**config.mk**
```make
export PLATFORM = sky130hd
export DESIGN_NAME = arilla_arbiter_flat
export DESIGN_NICKNAME = d
export VERILOG_FILES = /design/src/rtl/arilla_arbiter_if.sv /design/src/rtl/arilla_arbiter.sv /design/src/flat_wrapper.sv
export SDC_FILE = /design/constraint.sdc
export NUM_CORES = 1
export LEC_CHECK = 0
export ABC_AREA = 1
export BUFFER_PORTS_ARGS = -buffer_cell sky130_fd_sc_hd__buf_2
export CAP_MARGIN = 40
export CORE_AREA = 8 8 114 116
export CTS_CLUSTER_DIAMETER = 50
export CTS_CLUSTER_SIZE = 14
export DETAILED_ROUTE_END_ITERATION = 16
export DIE_AREA = 0 0 122 124
export REMOVE_ABC_BUFFERS = 1
export SLEW_MARGIN = 5
export SYNTH_ARGS = -nofsm -noshare
export SYNTH_HDL_FRONTEND = slang
export SYNTH_SLANG_ARGS = --single-unit
```
**constraint.sdc**
```tcl
create_clock -name clk -period 1.65 [get_ports clk]
set_input_delay 0.165 -clock clk [delete_from_list [all_inputs] [get_ports clk]]
set_output_delay 0.165 -clock clk [all_outputs]
set_load 0.01 [all_outputs]
```
**src/rtl/arilla_arbiter_if.sv**
```systemverilog
// arilla_bus_if: shared word-addressed bus between the arbiter (master) and the devices.
// Devices drive hit and data_ptc; intercept flags which device claimed the response.
interface arilla_bus_if #(
    parameter int AddressWidth = 30,
    parameter int DataWidth    = 32
);
    logic [AddressWidth-1:0] address;
    logic [DataWidth-1:0]    data_ctp;
    logic [DataWidth-1:0]    data_ptc;
    logic [DataWidth/8-1:0]  byte_enable;
    logic                    read;
    logic                    write;
    logic                    hit;
    logic                    intercept;

    modport master (
        output address, data_ctp, byte_enable, read, write,
        input  hit, data_ptc
    );

    modport device (
        input  address, data_ctp, byte_enable, read, write,
        output hit, data_ptc, intercept
    );
endinterface

```
**src/rtl/arilla_arbiter.sv**
```systemverilog
// arilla_arbiter: two-port to one-bus arbiter, one transaction per cycle, responses one cycle later.
// Optional ARILLA_ARBITER_ROUND_ROBIN_EN replaces fixed port-0 priority with round-robin.
module arilla_arbiter #(
    parameter int AddressWidth = 30,
    parameter int DataWidth    = 32
) (
    input  logic                    clk,
    input  logic                    rst_n,

    input  logic                    p0_req,
    input  logic                    p0_we,
    input  logic [AddressWidth-1:0] p0_addr,
    input  logic [DataWidth/8-1:0]  p0_be,
    input  logic [DataWidth-1:0]    p0_wdata,
    output logic                    p0_gnt,
    output logic                    p0_rvalid,
    output logic [DataWidth-1:0]    p0_rdata,
    output logic                    p0_err,

    input  logic                    p1_req,
    input  logic                    p1_we,
    input  logic [AddressWidth-1:0] p1_addr,
    input  logic [DataWidth/8-1:0]  p1_be,
    input  logic [DataWidth-1:0]    p1_wdata,
    output logic                    p1_gnt,
    output logic                    p1_rvalid,
    output logic [DataWidth-1:0]    p1_rdata,
    output logic                    p1_err,

    arilla_bus_if.master            bus_interface
);

    typedef struct packed {
        logic valid;
        logic port;
        logic rd;
        logic hit;
    } pending_t;

    pending_t pending;
    logic     sel_p1;
    logic     grant_any;
    logic     sel_we;
    logic     rsp_live;
    logic     rsp_rvalid;
    logic     rsp_err;

`ifdef ARILLA_ARBITER_ROUND_ROBIN_EN
    // prio_p1 names the port that wins the next tie: the one not granted most recently.
    logic prio_p1;

    always_ff @(posedge clk) begin
        if (!rst_n) begin
            prio_p1 <= 1'b0;
        end else if (grant_any) begin
            prio_p1 <= ~sel_p1;
        end
    end

    assign sel_p1 = p1_req & (~p0_req | prio_p1);
`else
    assign sel_p1 = p1_req & ~p0_req;
`endif

    // Gating with rst_n keeps gnt and the bus strobes low during reset, not only after it.
    assign grant_any = (p0_req | p1_req) & rst_n;
    assign p0_gnt    = grant_any & ~sel_p1;
    assign p1_gnt    = grant_any &  sel_p1;
    assign sel_we    = sel_p1 ? p1_we : p0_we;

    // NOTE: every always_comb output gets a default first so no path can infer a latch.
    always_comb begin
        bus_interface.address     = '0;
        bus_interface.data_ctp    = '0;
        bus_interface.byte_enable = '0;
        bus_interface.read        = 1'b0;
        bus_interface.write       = 1'b0;
        if (grant_any) begin
            bus_interface.address     = sel_p1 ? p1_addr  : p0_addr;
            bus_interface.data_ctp    = sel_p1 ? p1_wdata : p0_wdata;
            bus_interface.byte_enable = sel_p1 ? p1_be    : p0_be;
            bus_interface.read        = ~sel_we;
            bus_interface.write       = sel_we;
        end
    end

    // NOTE: sequential state uses non-blocking assignments; reset here is synchronous.
    always_ff @(posedge clk) begin
        if (!rst_n) begin
            pending <= '0;
        end else begin
            pending.valid <= grant_any;
            pending.port  <= sel_p1;
            pending.rd    <= ~sel_we;
            pending.hit   <= bus_interface.hit;
        end
    end

    // A response still in flight when reset asserts is suppressed, then cleared at the edge.
    assign rsp_live   = pending.valid & rst_n;
    assign rsp_rvalid = rsp_live & pending.rd & pending.hit;
    assign rsp_err    = rsp_live & ~pending.hit;

    assign p0_rvalid = rsp_rvalid & ~pending.port;
    assign p1_rvalid = rsp_rvalid &  pending.port;
    assign p0_err    = rsp_err    & ~pending.port;
    assign p1_err    = rsp_err    &  pending.port;
    assign p0_rdata  = p0_rvalid ? bus_interface.data_ptc : '0;
    assign p1_rdata  = p1_rvalid ? bus_interface.data_ptc : '0;

endmodule

```
**src/flat_wrapper.sv**
```systemverilog
// flat-port wrapper written by rule: the top's interface ports become plain ports
module arilla_arbiter_flat 
#(
    parameter int AddressWidth = 30,
    parameter int DataWidth    = 32
)
  (clk, rst_n, p0_req, p0_we, p0_addr, p0_be, p0_wdata, p0_gnt, p0_rvalid, p0_rdata, p0_err, p1_req, p1_we, p1_addr, p1_be, p1_wdata, p1_gnt, p1_rvalid, p1_rdata, p1_err, bus_interface_address, bus_interface_data_ctp, bus_interface_byte_enable, bus_interface_read, bus_interface_write, bus_interface_hit, bus_interface_data_ptc);
  arilla_bus_if #(.AddressWidth(AddressWidth), .DataWidth(DataWidth)) bus_interface_i ();
  input  logic clk;
  input  logic rst_n;
  input  logic p0_req;
  input  logic p0_we;
  input  logic [AddressWidth-1:0] p0_addr;
  input  logic [DataWidth/8-1:0] p0_be;
  input  logic [DataWidth-1:0] p0_wdata;
  output logic p0_gnt;
  output logic p0_rvalid;
  output logic [DataWidth-1:0] p0_rdata;
  output logic p0_err;
  input  logic p1_req;
  input  logic p1_we;
  input  logic [AddressWidth-1:0] p1_addr;
  input  logic [DataWidth/8-1:0] p1_be;
  input  logic [DataWidth-1:0] p1_wdata;
  output logic p1_gnt;
  output logic p1_rvalid;
  output logic [DataWidth-1:0] p1_rdata;
  output logic p1_err;
  output wire logic [$bits(bus_interface_i.address)-1:0] bus_interface_address;
  output wire logic [$bits(bus_interface_i.data_ctp)-1:0] bus_interface_data_ctp;
  output wire logic [$bits(bus_interface_i.byte_enable)-1:0] bus_interface_byte_enable;
  output wire logic [$bits(bus_interface_i.read)-1:0] bus_interface_read;
  output wire logic [$bits(bus_interface_i.write)-1:0] bus_interface_write;
  input wire logic [$bits(bus_interface_i.hit)-1:0] bus_interface_hit;
  input wire logic [$bits(bus_interface_i.data_ptc)-1:0] bus_interface_data_ptc;
  assign bus_interface_address = bus_interface_i.address;
  assign bus_interface_data_ctp = bus_interface_i.data_ctp;
  assign bus_interface_byte_enable = bus_interface_i.byte_enable;
  assign bus_interface_read = bus_interface_i.read;
  assign bus_interface_write = bus_interface_i.write;
  assign bus_interface_i.hit = bus_interface_hit;
  assign bus_interface_i.data_ptc = bus_interface_data_ptc;
  arilla_arbiter #(.AddressWidth(AddressWidth), .DataWidth(DataWidth)) u_core (.clk(clk), .rst_n(rst_n), .p0_req(p0_req), .p0_we(p0_we), .p0_addr(p0_addr), .p0_be(p0_be), .p0_wdata(p0_wdata), .p0_gnt(p0_gnt), .p0_rvalid(p0_rvalid), .p0_rdata(p0_rdata), .p0_err(p0_err), .p1_req(p1_req), .p1_we(p1_we), .p1_addr(p1_addr), .p1_be(p1_be), .p1_wdata(p1_wdata), .p1_gnt(p1_gnt), .p1_rvalid(p1_rvalid), .p1_rdata(p1_rdata), .p1_err(p1_err), .bus_interface(bus_interface_i));
endmodule
```
==> summary.md <==
Summed over all nets, the switching power comes to 445 uW. The share of the cycle needed by the critical path after routing works out to 0.895. The internal portion of the total power is 737 uW. The number of diodes added for antenna fixing was 0. Dividing the synthesized area by the synthesized cell count gives 4.61 um2. The pin count of the biggest net entering global routing was 48; the mean number of vias per cell was 4.24. Buffers added to address setup during post-CTS repair amount to 0. Tracing the worst setup path back leads to its startpoint at u_core.pending[0]. The number of gates resized after cts came out at 0. The tools report the data arrival at the endpoint of the critical path as 1.31 ns. The I/O pin count was 309; the routed via count was 3361.

Max-cap violations in this run came to 0. The run gives 113 as the starting DRC count in detailed routing. The tools report the floorplan row count as 39.

The tools report the fraction of power consumed by sequential logic as 0.090. The commonest cells after synthesis are 71 x sky130_fd_sc_hd__nand2_1, 68 x sky130_fd_sc_hd__a21oi_1, 68 x sky130_fd_sc_hd__nor2_1. The master of the slowest instance on the critical path was sky130_fd_sc_hd__dfxtp_1. The congestion estimate from routability-driven global placement came to 0.763. The tree is rooted in a sky130_fd_sc_hd__clkbuf_16.

Summing all placed instances gives a cell area of 3350 um2. After layout, the minimum clock period comes to 1.48 ns. Relative to the synthesized area, the layout overhead comes to 107%. The iteration count of the initial detailed-routing pass is 5. The most repeated cell in the gate-level netlist after synthesis was sky130_fd_sc_hd__nand2_1. The sequential element share of the synthesized area is 0.0484.

The number of clock buffers added by TritonCTS is 3. After detailed routing, the number of remaining DRC violations is 0. Counting both buffers and inverters, the worst setup path holds a total of 2. For the number of clock sinks seen by CTS, the log shows 4. Counting along the longest clock path gives a buffer depth of 2. The final layout contains 822 nets. The actual transition at the worst max-transition pin came out at 0.293 ns. The final global-route overflow total came out at 0. At the placement stage, the worst setup path has a slack of 0.308 ns.

In this run, synthesis produced a sequential element count of 4. The final count of hold timing violations is 0. The tools report the total routing usage reported by global routing as 0.142. The die span in x is 122 um, and the floorplan die height is 124 um.

The run gives 10.4 mm as the detailed-placement wirelength estimate. Clock share of power: 0.318. The share of synthesized flip-flops with an asynchronous set or reset came out at 0. The mean routed wirelength per cell works out to 15.2 um. The run finished with clean final reports.

The largest registers in the layout are u_core.pending (4). The core region is 11200 um2. The most used flip-flop cell after synthesis is sky130_fd_sc_hd__dfxtp_1. The tools report the warning count from the yosys run as 0.

Yosys attributes the largest share of cell area to sky130_fd_sc_hd__a21oi_1 21%, sky130_fd_sc_hd__nand3_1 20%, sky130_fd_sc_hd__nand2_1 16%. The H-tree depth was 1. The most flop-heavy register is u_core.pending.

Grouping stages by cell kind, the critical path spends the most delay in simple AND/OR/NAND/NOR gates. The via count of the first global-routing pass was 3371. The capturing element type of the critical path was an output pin. The run gives 1.48 ns as the endpoint required time on the critical path. For the initial cell density of the core, the log shows 0.148. The register with the most flip-flops in the layout has 4 of them. Worst max-slew margin expressed relative to the limit: 0.804.

The number of instances in the synthesized netlist is 359. The worst hold path begins at bus_interface_hit. The tools report the number of fill cells as 1294.

The worst setup path is of the flip-flop to output pin kind. The floorplan step defined a die boundary enclosing 15100 um2. In this run, synthesis inferred 0 flip-flops with an integrated enable.

The run gives 1660 um2 as the area of the mapped netlist. The share of total power consumed by net switching was 0.377; the share of Yosys cell area claimed by the top area cell type was 0.206. The class of the worst hold path is primary input to flip-flop. The final layout contains routed wiring with a total length of 12.0 mm.

Summed over all instances, the cell type with the most area after synthesis is sky130_fd_sc_hd__a21oi_1. Setup repair after global routing left no endpoint under its margin. The fraction of final layout cells sized beyond drive strength 1 is 0.510.

The final setup violation count is 0. The count of buffers added on input and output ports is 308. The run gives 0.592 as the combinational cell fraction of total power.

Walking the worst path, the cells encountered are nand2_1 -> nor2_2 -> nand2_2 -> buf_4 -> nor2_1 -> buf_2. After clock tree synthesis, the flow added hold-fix buffers numbering 0. The run gives 17.4 mm as the wire length of the first global-routing pass. The highest net fanout along the worst path was 17; the slack of the critical path was 0.172 ns. The worst-case IR drop observed on VDD is 0.214 mV.

The area of all placed cells without fillers came out at 3430 um2. The tools report the startpoint type of the worst setup path as a flip-flop. For the reported leakage power, the log shows 0.00233 uW. In this run the remaining antenna-violating nets after routing total 0.

Dividing total power by cell area gives a power density of 345 nW/um2. The initial antenna violation count is 0, and the minimum hold slack is 0.136 ns. TritonCTS built the clock tree. For this run, the slowest stage of the critical path takes 0.34 ns.

The achievable frequency was 677 MHz. The total count of max-transition violations in the final report was 0. After synthesis, the netlist uses 15 different library cells. The clock-pin slew reported for the worst setup and hold paths after clock tree synthesis is 0.03 ns.
==> layout make-up <==
type | instances | area, um2 | share of cell area
timing repair buffer | 322 | 1700 | 0.495
sequential | 4 | 80.1 | 0.0234
multi-input combinational | 281 | 1250 | 0.364
clock buffer | 3 | 75.1 | 0.0219
inverter | 39 | 146 | 0.0427
tap | 143 | 179 | 0.0522
==> kinds of logic (layout without fill, tap and decap cells) <==
family | Yosys count | count (layout) | synth area share
and+or+nand+nor | 212 | 212 | 0.539
buffers and inverters | 74 | 364 | 0.202
AOI/OAI and AO/OA | 69 | 69 | 0.211
DFF | 4 | 4 | 0.0484
==> metrics by stage <==
step,setup TNS (ns),std cells,total power [uW],util
after global placement,0,789,819,0.300
final,0,792,1180,0.307
after CTS,0,792,1210,0.307
after floorplan,-18.37,324,388,-
after global routing,0,792,1290,0.307
after detailed placement,0,789,820,0.300
==> per-layer routing <==
| layer | track usage | share of wire | vias to the layer above |
|---|---|---|---|
| met3 | 0.0630 | 0.15 | 7 |
| met5 | 0 | 0 | - |
| met2 | 0.262 | 0.49 | 205 |
| met4 | 0.0162 | 0.0039 | 0 |
| li1 | - | - | 1725 |
| met1 | 0.149 | 0.36 | 1424 |
==> power groups by stage <==
| stage | combinational, uW | sequential (uW) | clock (uW) |
|---|---|---|---|
| final | 700 | 106 | 376 |
| after global routing | 789 | 106 | 396 |
| after CTS | 715 | 106 | 388 |
| after detailed placement | 713 | 107 | 0 |
| after global placement | 712 | 107 | 0 |
| after floorplan | 281 | 106 | 0 |
==> worst paths after layout <==
kind                            end  slack (ns)  cells past startpoint
setup / recovery       p1_rdata[28]        0.17                      6
hold / removal    u_core.pending[0]        0.14                      3
==> placed cells by master, fill, tap and decap left out, types with 3 or more instances in the layout <==
cell type | netlist | routed
sky130_fd_sc_hd__buf_4 | 6 | 10
sky130_fd_sc_hd__a21oi_1 | 68 | 68
sky130_fd_sc_hd__nand2_1 | 71 | 71
sky130_fd_sc_hd__nand2_2 | 3 | 3
sky130_fd_sc_hd__nand3_1 | 67 | 67
sky130_fd_sc_hd__clkbuf_16 | 0 | 3
sky130_fd_sc_hd__nor2_1 | 68 | 68
sky130_fd_sc_hd__buf_2 | 24 | 308
sky130_fd_sc_hd__inv_1 | 38 | 38
sky130_fd_sc_hd__dfxtp_1 | 4 | 4
sky130_fd_sc_hd__buf_12 | 0 | 4
Power figures use the tool's default switching activity.
